### src/rtl/uart_pkg.sv
// Shared types and constants for the UART receiver: FSM state encoding and
// default frame parameters.
package uart_pkg;

    localparam int OVERSAMPLE      = 16;
    localparam int DBIT_DEFAULT    = 8;
    localparam int SB_TICK_DEFAULT = 16;

    localparam logic [1:0] ST_IDLE  = 2'b00;
    localparam logic [1:0] ST_START = 2'b01;
    localparam logic [1:0] ST_DATA  = 2'b10;
    localparam logic [1:0] ST_STOP  = 2'b11;

    typedef enum logic [1:0] {
        IDLE  = ST_IDLE,
        START = ST_START,
        DATA  = ST_DATA,
        STOP  = ST_STOP
    } rx_state_t;

    // Stop bits of 1.5 or 2 periods need one more bit in the sample counter.
    function automatic int s_cnt_width(input int sb_tick);
        return (sb_tick > OVERSAMPLE) ? 5 : 4;
    endfunction

endpackage

### src/rtl/uart_rx_if.sv
// Receiver-side bundle: serial line and tick in, received byte and status out.
interface uart_rx_if;

    logic       rx;
    logic       s_tick;
    logic [7:0] dout;
    logic       rx_done_tick;
    logic       frame_err;
    logic       busy;

    modport master (
        output rx,
        output s_tick,
        input  dout,
        input  rx_done_tick,
        input  frame_err,
        input  busy
    );

    modport slave (
        input  rx,
        input  s_tick,
        output dout,
        output rx_done_tick,
        output frame_err,
        output busy
    );

endinterface

### src/rtl/sync_2ff.sv
// Two-flop synchronizer for a single asynchronous input bit; both flops reset
// to RESET_VAL so the output matches an idle line immediately after reset.
module sync_2ff #(
    parameter logic RESET_VAL = 1'b1
) (
    input  logic clk,
    input  logic reset,
    input  logic d,
    output logic q
);

    logic meta_q;
    logic sync_q;

    // NOTE: async reset sits in the sensitivity list, and flops use <= so both
    // stages sample the pre-edge values and the chain really is two deep.
    always_ff @(posedge clk or posedge reset) begin
        if (reset) begin
            meta_q <= RESET_VAL;
            sync_q <= RESET_VAL;
        end else begin
            meta_q <= d;
            sync_q <= meta_q;
        end
    end

    assign q = sync_q;

endmodule

### src/rtl/uart_rx.sv
// 16x-oversampled UART receiver: start-bit validation at mid-bit, LSB-first
// data capture, configurable data width and stop length, framing-error flag.
module uart_rx
    import uart_pkg::*;
#(
    parameter int DBIT    = DBIT_DEFAULT,
    parameter int SB_TICK = SB_TICK_DEFAULT
) (
    input  logic      clk,
    input  logic      reset,
    uart_rx_if.slave  bus
);

    localparam int SCW = s_cnt_width(SB_TICK);

    localparam logic [SCW-1:0] CNT_MID       = SCW'(OVERSAMPLE / 2 - 1);
    localparam logic [SCW-1:0] CNT_BIT_LAST  = SCW'(OVERSAMPLE - 1);
    localparam logic [SCW-1:0] CNT_STOP_LAST = SCW'(SB_TICK - 1);
    localparam logic [2:0]     N_LAST        = 3'(DBIT - 1);

    logic rx_sync;

    rx_state_t      state_q, state_d;
    logic [SCW-1:0] s_cnt_q, s_cnt_d;
    logic [2:0]     n_cnt_q, n_cnt_d;
    logic [7:0]     b_q,     b_d;
    logic [7:0]     dout_q,  dout_d;
    logic           done_q,  done_d;
    logic           ferr_q,  ferr_d;

    sync_2ff #(
        .RESET_VAL (1'b1)
    ) u_rx_sync (
        .clk   (clk),
        .reset (reset),
        .d     (bus.rx),
        .q     (rx_sync)
    );

    always_comb begin
        // NOTE: every _d starts as its _q (done_d as 0) so no path leaves a
        // variable unassigned and no latch is inferred.
        state_d = state_q;
        s_cnt_d = s_cnt_q;
        n_cnt_d = n_cnt_q;
        b_d     = b_q;
        dout_d  = dout_q;
        ferr_d  = ferr_q;
        done_d  = 1'b0;

        case (state_q)
            IDLE: begin
                // Start edge is taken on any clock, not just on a tick.
                if (!rx_sync) begin
                    state_d = START;
                    s_cnt_d = '0;
                end
            end

            START: begin
                if (bus.s_tick) begin
                    if (s_cnt_q == CNT_MID) begin
                        if (!rx_sync) begin
                            state_d = DATA;
                            s_cnt_d = '0;
                            n_cnt_d = '0;
                        end else begin
                            state_d = IDLE;
                        end
                    end else begin
                        s_cnt_d = s_cnt_q + SCW'(1);
                    end
                end
            end

            DATA: begin
                if (bus.s_tick) begin
                    if (s_cnt_q == CNT_BIT_LAST) begin
                        s_cnt_d = '0;
                        b_d     = {rx_sync, b_q[7:1]};
                        if (n_cnt_q == N_LAST) begin
                            state_d = STOP;
                        end else begin
                            n_cnt_d = n_cnt_q + 3'd1;
                        end
                    end else begin
                        s_cnt_d = s_cnt_q + SCW'(1);
                    end
                end
            end

            STOP: begin
                if (bus.s_tick) begin
                    if (s_cnt_q == CNT_STOP_LAST) begin
                        state_d = IDLE;
                        // Short frames land in the top of b; shift them down.
                        dout_d  = b_q >> (8 - DBIT);
                        ferr_d  = ~rx_sync;
                        done_d  = 1'b1;
                    end else begin
                        s_cnt_d = s_cnt_q + SCW'(1);
                    end
                end
            end

            default: begin
                state_d = IDLE;
            end
        endcase
    end

    always_ff @(posedge clk or posedge reset) begin
        if (reset) begin
            state_q <= IDLE;
            s_cnt_q <= '0;
            n_cnt_q <= '0;
            b_q     <= '0;
            dout_q  <= '0;
            done_q  <= 1'b0;
            ferr_q  <= 1'b0;
        end else begin
            state_q <= state_d;
            s_cnt_q <= s_cnt_d;
            n_cnt_q <= n_cnt_d;
            b_q     <= b_d;
            dout_q  <= dout_d;
            done_q  <= done_d;
            ferr_q  <= ferr_d;
        end
    end

    assign bus.dout         = dout_q;
    assign bus.rx_done_tick = done_q;
    assign bus.frame_err    = ferr_q;
    assign bus.busy         = (state_q != IDLE);

endmodule

### src/flat_wrapper.sv
// flat-port wrapper written by rule: the top's interface ports become plain ports
module uart_rx_flat import uart_pkg::*;
#(
    parameter int DBIT    = DBIT_DEFAULT,
    parameter int SB_TICK = SB_TICK_DEFAULT
)
  (clk, reset, bus_rx, bus_s_tick, bus_dout, bus_rx_done_tick, bus_frame_err, bus_busy);
  uart_rx_if bus_i ();
  input  logic clk;
  input  logic reset;
  input wire logic [$bits(bus_i.rx)-1:0] bus_rx;
  input wire logic [$bits(bus_i.s_tick)-1:0] bus_s_tick;
  output wire logic [$bits(bus_i.dout)-1:0] bus_dout;
  output wire logic [$bits(bus_i.rx_done_tick)-1:0] bus_rx_done_tick;
  output wire logic [$bits(bus_i.frame_err)-1:0] bus_frame_err;
  output wire logic [$bits(bus_i.busy)-1:0] bus_busy;
  assign bus_i.rx = bus_rx;
  assign bus_i.s_tick = bus_s_tick;
  assign bus_dout = bus_i.dout;
  assign bus_rx_done_tick = bus_i.rx_done_tick;
  assign bus_frame_err = bus_i.frame_err;
  assign bus_busy = bus_i.busy;
  uart_rx #(.DBIT(DBIT), .SB_TICK(SB_TICK)) u_core (.clk(clk), .reset(reset), .bus(bus_i));
endmodule
### config.mk
export PLATFORM = sky130hd
export DESIGN_NAME = uart_rx_flat
export DESIGN_NICKNAME = d
export VERILOG_FILES = /design/src/rtl/uart_pkg.sv /design/src/rtl/uart_rx_if.sv /design/src/rtl/sync_2ff.sv /design/src/rtl/uart_rx.sv /design/src/flat_wrapper.sv
export SDC_FILE = /design/constraint.sdc
export NUM_CORES = 1
export LEC_CHECK = 0
export ABC_CLOCK_PERIOD_IN_PS = 3900
export BUFFER_PORTS_ARGS = -buffer_cell sky130_fd_sc_hd__clkbuf_2
export CAP_MARGIN = 40
export CORE_MARGIN = 4
export CORE_UTILIZATION = 50
export CTS_BUF_LIST = sky130_fd_sc_hd__clkbuf_16
export DETAILED_ROUTE_END_ITERATION = 12
export PLACE_DENSITY = 0.68
export SLEW_MARGIN = 20
export SYNTH_ARGS = -nofsm -noshare
export SYNTH_HDL_FRONTEND = slang
export SYNTH_HIERARCHICAL = 1
export SYNTH_SLANG_ARGS = --single-unit
### constraint.sdc
create_clock -name clk -period 3.9 [get_ports clk]
set_input_delay 0.195 -clock clk [delete_from_list [all_inputs] [get_ports clk]]
set_output_delay 0.195 -clock clk [all_outputs]
set_load 0.02 [all_outputs]
=== Yosys cells after proc, flatten, opt, wreduce, memory -nomap -nowiden ===
Cells that the tools add are included.

* Input port bits: 4
* Output and inout bits: 11
* Word-level logic and storage cells: 65
* Register bits: 29

* Reduce and logical (&&, ||, !) cells: 8
* Add/sub/neg operators: 2
* Equality and inequality tests: 17
* Muxes and demuxes: 28
* Bitwise gates (word level): 1

{| class="wikitable"
|+ Operators by type and width
! operator !! count
|-
| two-way mux 4 bit || 7
|-
| two-way mux 2 bit || 9
|-
| two-way mux 3 bit || 6
|-
| case mux 4 bit (4 select lines) || 1
|-
| inequality test 2 bit (second input constant) || 7
|-
| inequality test 2 x 1 -> 1 bit (second input constant) || 4
|-
| case mux 2 bit (4 select lines) || 1
|-
| AND reduction 8 bit || 1
|-
| AND reduction 7 bit || 1
|-
| case mux 3 bit (2 select lines) || 1
|-
| AND reduction 3 bit || 2
|-
| adder 4 x 1 -> 4 bit (second input constant) || 1
|-
| equality test 2 bit (second input constant) || 2
|-
| equality test 4 x 3 -> 1 bit (second input constant) || 1
|-
| equality test 4 bit (second input constant) || 1
|-
| AND reduction 4 bit || 1
|-
| nonzero test 2 bit || 2
|-
| adder 3 x 1 -> 3 bit (second input constant) || 1
|-
| equality test 3 bit (second input constant) || 1
|-
| two-way mux 1 bit || 3
|-
| equality test 2 x 1 -> 1 bit (second input constant) || 1
|-
| zero test 2 bit || 1
|-
| NOT 1 bit || 1
|}

=== Depth between registers and ports, before layout ===
* Depth after elaboration: 5
* Gate-level depth with buffers: 6
* Depth with buffers taken out: 6

=== Hierarchy ===
Netlist, hierarchy kept.

{| class="wikitable"
|+ Modules (own cells, without submodules)
! module !! area an instance (sq um) !! times used !! cells each !! seq. area each (sq um)
|-
| uart_rx || 1248.7 || 1 || 100 || 675.6
|-
| sync_2ff || 56.3 || 1 || 3 || 52.6
|}

=== Least setup slack after synthesis ===
Ideal clock, no wire load.

* Path type: reg2reg
* From: register u_core.s_cnt_q[0]
* To: register u_core.s_cnt_q[2]
* Buffers on the path: 0
* Stages on the path, launching flop included: 6
* Path slack: 2166 ps
* Data required time: 3774 ps
* Clock period less this slack: 1734 ps
* Data arrival time: 1608 ps
* Setup time: 126 ps
* Path through: dfrtp_1 -> ha_1 -> nand2_1 -> o21ai_2 -> a221o_1 -> a221o_1

* Longest elaborated chain between the ends: 4
* Elaborated cells on any way between the ends: 12
* Those cells by class: add/sub: 1; eq/ne: 3; mux: 7; reduce/logical: 1

{| class="wikitable"
|+ Ends and longest elaborated chain
! item !! RTL line !! RTL
|-
| start, declared || uart_rx.sv:24 || <nowiki>logic [SCW-1:0] s_cnt_q, s_cnt_d;</nowiki>
|-
| start signal, assigned || uart_rx.sv:123 || <nowiki>s_cnt_q <= s_cnt_d;</nowiki>
|-
| adder 4 x 1 -> 4 bit, or another cell as far along || uart_rx.sv:71, uart_rx.sv:87, uart_rx.sv:101 ||
|-
| two-way mux 4 bit (on tied branches) || uart_rx.sv:94, uart_rx.sv:62, uart_rx.sv:78 ||
|-
| two-way mux 4 bit (on tied branches) || uart_rx.sv:93, uart_rx.sv:61, uart_rx.sv:77 ||
|-
| case mux 4 bit (4 select lines) || uart_rx.sv:51 || <nowiki>case (state_q)</nowiki>
|}

Several ways; a longest one is shown, not always the timed one. The select of a mux whose other input is x is not followed.
A chain may end at the register's enable or synchronous reset.

=== Worst setup path in the final report ===
Same ends and word-level chain as after synthesis.

==> flow_summary.ini <==
[run_status]
status = finished clean

[sta]
relSlewSlack = 0.5830
max_freq_mhz = 522.7
rsz0062_at_grt = false
fin_setup_tns_ns = 0
setup_viol = 0
min_period_ns = 1.913
slew_violations = 0
finalHoldViolCount = 0
worst_slew_pin_slew_ns = 0.6248
finalCritPeriodShare = 0.4906
clock_skew_ns = 0.006628

[routing]
via_per_inst = 5.714
drt_first_pass_iters = 4
drc = 0
initialDrtViolationCount = 16
vias = 880
wl_per_cell_um = 15.50
wl_met2_um = 1222
drtAntennaViolNets = 0
met1_length_um = 972
highest_layer = met4
wl_um = 2387
met3WireLength_um = 138

[floorplan]
core_area_mm2 = 0.002477
std_cell_rows = 18
die-area_mm2 = 0.003492
die_w_um = 59.09
die_h_um = 59.09
start_util = 0.5268
ioPinCount = 15

[global_routing]
grt_max_degree = 17
grt_pass1_wl_um = 4133
antenna_found_initial = 0
overflow = 0
grt_util_all_layers = 0.1679
grt_pass1_vias = 872

[setup_path]
critical-path-max-stage-delay_ns = 0.40
reg2reg_depth = 5
required_ns = 4.06
crit_path_end_kind = flip-flop
crit_arrival_ns = 2.07
crit_path_max_fanout = 7
cpMostUsedCell = a221o_1
cp-start-kind = flip-flop
criticalPathCategory = flip-flop to flip-flop
worstPathCellList = ha_1 -> nand2_1 -> o21ai_2 -> a221o_1 -> a221o_1
reg2reg_slack_ns = 1.99
crit_path_top_delay_cell = dfrtp_1

[yosys]
synth_cells = 103
syn_area_mm2 = 0.001305
synth_warnings = 6
ys_types = 29
avgSynthCellArea_um2 = 12.67
yosysSeqAreaShare = 0.5580
syn-num-nets = 110
synth-seq-cells = 29

[layout]
nFillCells = 201
drive_gt1_frac = 0.3790
areaGrowthSynthToFinish_pct = 21.09
nets = 130
final_area_mm2 = 0.001580
insertedDiodeCount = 0

[clock_network]
clk_latency_ns = 0.27
clock_path_buffers = 2
cts-buffers-inserted = 5
htree_num_levels = 2
path_clk_slew_ns = 0.05
cts_tree = built
cts-root-buf = clkbuf_16
cts.sinks = 29

[pwr]
finalPower_mw = 1.022
peakVddDrop_uv = 514.9
p_per_area_mw_per_mm2 = 646.9
leakage_nw = 0.7901

[placed_design]
placed_cell_area_mm2 = 0.001400
gp_congestion = 0.7792
hpwlAfterDp_um = 1692
port_buffers = 14

[hold_path]
whs_path_depth = 1
min_path_type = input port to flip-flop

[flow_run]
maxCapViolCount = 0
## per-layer routing
layer | GRT usage | vias up
met5 | 0 | -
met1 | 0.1958 | 439
met3 | 0.06972 | 7
met2 | 0.2634 | 23
li1 | - | 411
met4 | 0.08738 | 0
## synth_stat cells
| library cell | n | share of area |
|---|---|---|
| a21oi_1 | 4 | 0.015 |
| clkinv_2 | 1 | 0.0038 |
| nand2_1 | 7 | 0.020 |
| a211o_1 | 1 | 0.0067 |
| nand3_1 | 2 | 0.0077 |
| and2b_1 | 1 | 0.0058 |
| o21ai_0 | 3 | 0.012 |
| nor3_1 | 2 | 0.0077 |
| dfrtp_1 | 27 | 0.52 |
| a31oi_1 | 1 | 0.0048 |
| a221o_1 | 3 | 0.023 |
| nor3b_4 | 1 | 0.014 |
| o211ai_1 | 1 | 0.0058 |
| o32ai_1 | 1 | 0.0067 |
| inv_1 | 2 | 0.0058 |
| buf_4 | 3 | 0.017 |
| nor2b_1 | 2 | 0.0096 |
| a22o_1 | 3 | 0.020 |
| nor3b_1 | 1 | 0.0058 |
| nand4_4 | 1 | 0.016 |
| ha_1 | 3 | 0.029 |
| mux2_2 | 18 | 0.16 |
| nand2b_1 | 1 | 0.0048 |
| o2111ai_1 | 1 | 0.0067 |
| dfstp_2 | 2 | 0.040 |
| buf_2 | 1 | 0.0038 |
| nor2_1 | 8 | 0.023 |
| or2_2 | 1 | 0.0048 |
| o21ai_2 | 1 | 0.0067 |
## metrics by stage
stage	instances	hold WS (ns)	worst slack [ns]	utilization
6_report	154	0.009464	1.987	0.6379
2_1_floorplan	103	0.1065	2.166	-
3_3_place_gp	143	0.2076	1.934	0.5591
4_1_cts	153	0.004381	1.802	0.6348
3_5_place_dp	144	0.2163	1.825	0.5652
5_1_grt	154	0.008907	1.868	0.6379
## repair_timing
action,4_1_cts,5_1_grt
setup buffers,0,0
endpoints found under the hold margin,2,0
hold buffers,1,0
gates resized for setup,0,0
## power breakdown
part	internal (mW)	switching [mW]	leakage, nW
Sequential	0.341	0.0642	0.381
Combinational	0.0916	0.104	0.327
Clock	0.295	0.125	0.0826
Total	0.729	0.294	0.790
## layout make-up
| class | instances | area, µm² | area share |
|---|---|---|---|
| clock buffer | 5 | 125.1 | 0.07918 |
| clock inverter | 3 | 37.54 | 0.02375 |
| tap | 30 | 37.54 | 0.02375 |
| inverter | 3 | 12.51 | 0.007918 |
| sequential | 29 | 728.2 | 0.4608 |
| multi-input combinational | 67 | 536.8 | 0.3397 |
| timing repair buffer | 17 | 102.6 | 0.06492 |
## cell families after synthesis
family / after synthesis / synth area share
adders and majority gates: 3 / 0.02877
muxes: 18 / 0.1553
AOI/OAI and AO/OA: 19 / 0.1074
buffers and inverters: 7 / 0.03067
and+or+nand+nor: 27 / 0.1199
DFF: 29 / 0.5580
## state kept, by name, indices dropped and copies added (netlist names), named ones only
name,flops
u_core/u_rx_sync/q,1
u_core/u_rx_sync/meta_q,1
u_core/b_q,8
u_core/s_cnt_q,4
u_core/bus.dout,8
u_core/bus.rx_done_tick,1
u_core/state_q,1
u_core/bus.frame_err,1
u_core/n_cnt_q,3
## path summary, 6_finish.rpt
path | from | endpoint
setup / recovery | u_core/s_cnt_q[0]$_DFFE_PP0P_ | u_core/s_cnt_q[2]$_DFFE_PP0P_
hold / removal | bus_rx | u_core/u_rx_sync/meta_q$_DFF_PP1_
setup reg to reg | u_core/s_cnt_q[0]$_DFFE_PP0P_ | u_core/s_cnt_q[2]$_DFFE_PP0P_
hold reg to reg | u_core/u_rx_sync/meta_q$_DFF_PP1_ | u_core/u_rx_sync/q$_DFF_PP1_
max in group asynchronous | reset | u_core/bus.dout[6]$_DFFE_PP0P_
min in group asynchronous | reset | u_core/u_rx_sync/meta_q$_DFF_PP1_
## worst max-delay path: cells and delay by family (launching register included)
family          cells  cell delay [ns]
compound gates      3             0.86
fa+ha+maj           1             0.30
flops               1             0.40
simple gates        1             0.24
## placed cells by master, fill, tap and decap left out, types with 3 or more instances in the layout
master	instances
nor2_1	8
a22o_1	3
clkbuf_2	14
a221o_1	3
mux2_2	18
inv_1	3
clkbuf_16	5
ha_1	3
nand2_1	7
o21ai_0	3
a21oi_1	4
dfrtp_1	27
No activity file was read; power rests on OpenSTA's default activity.
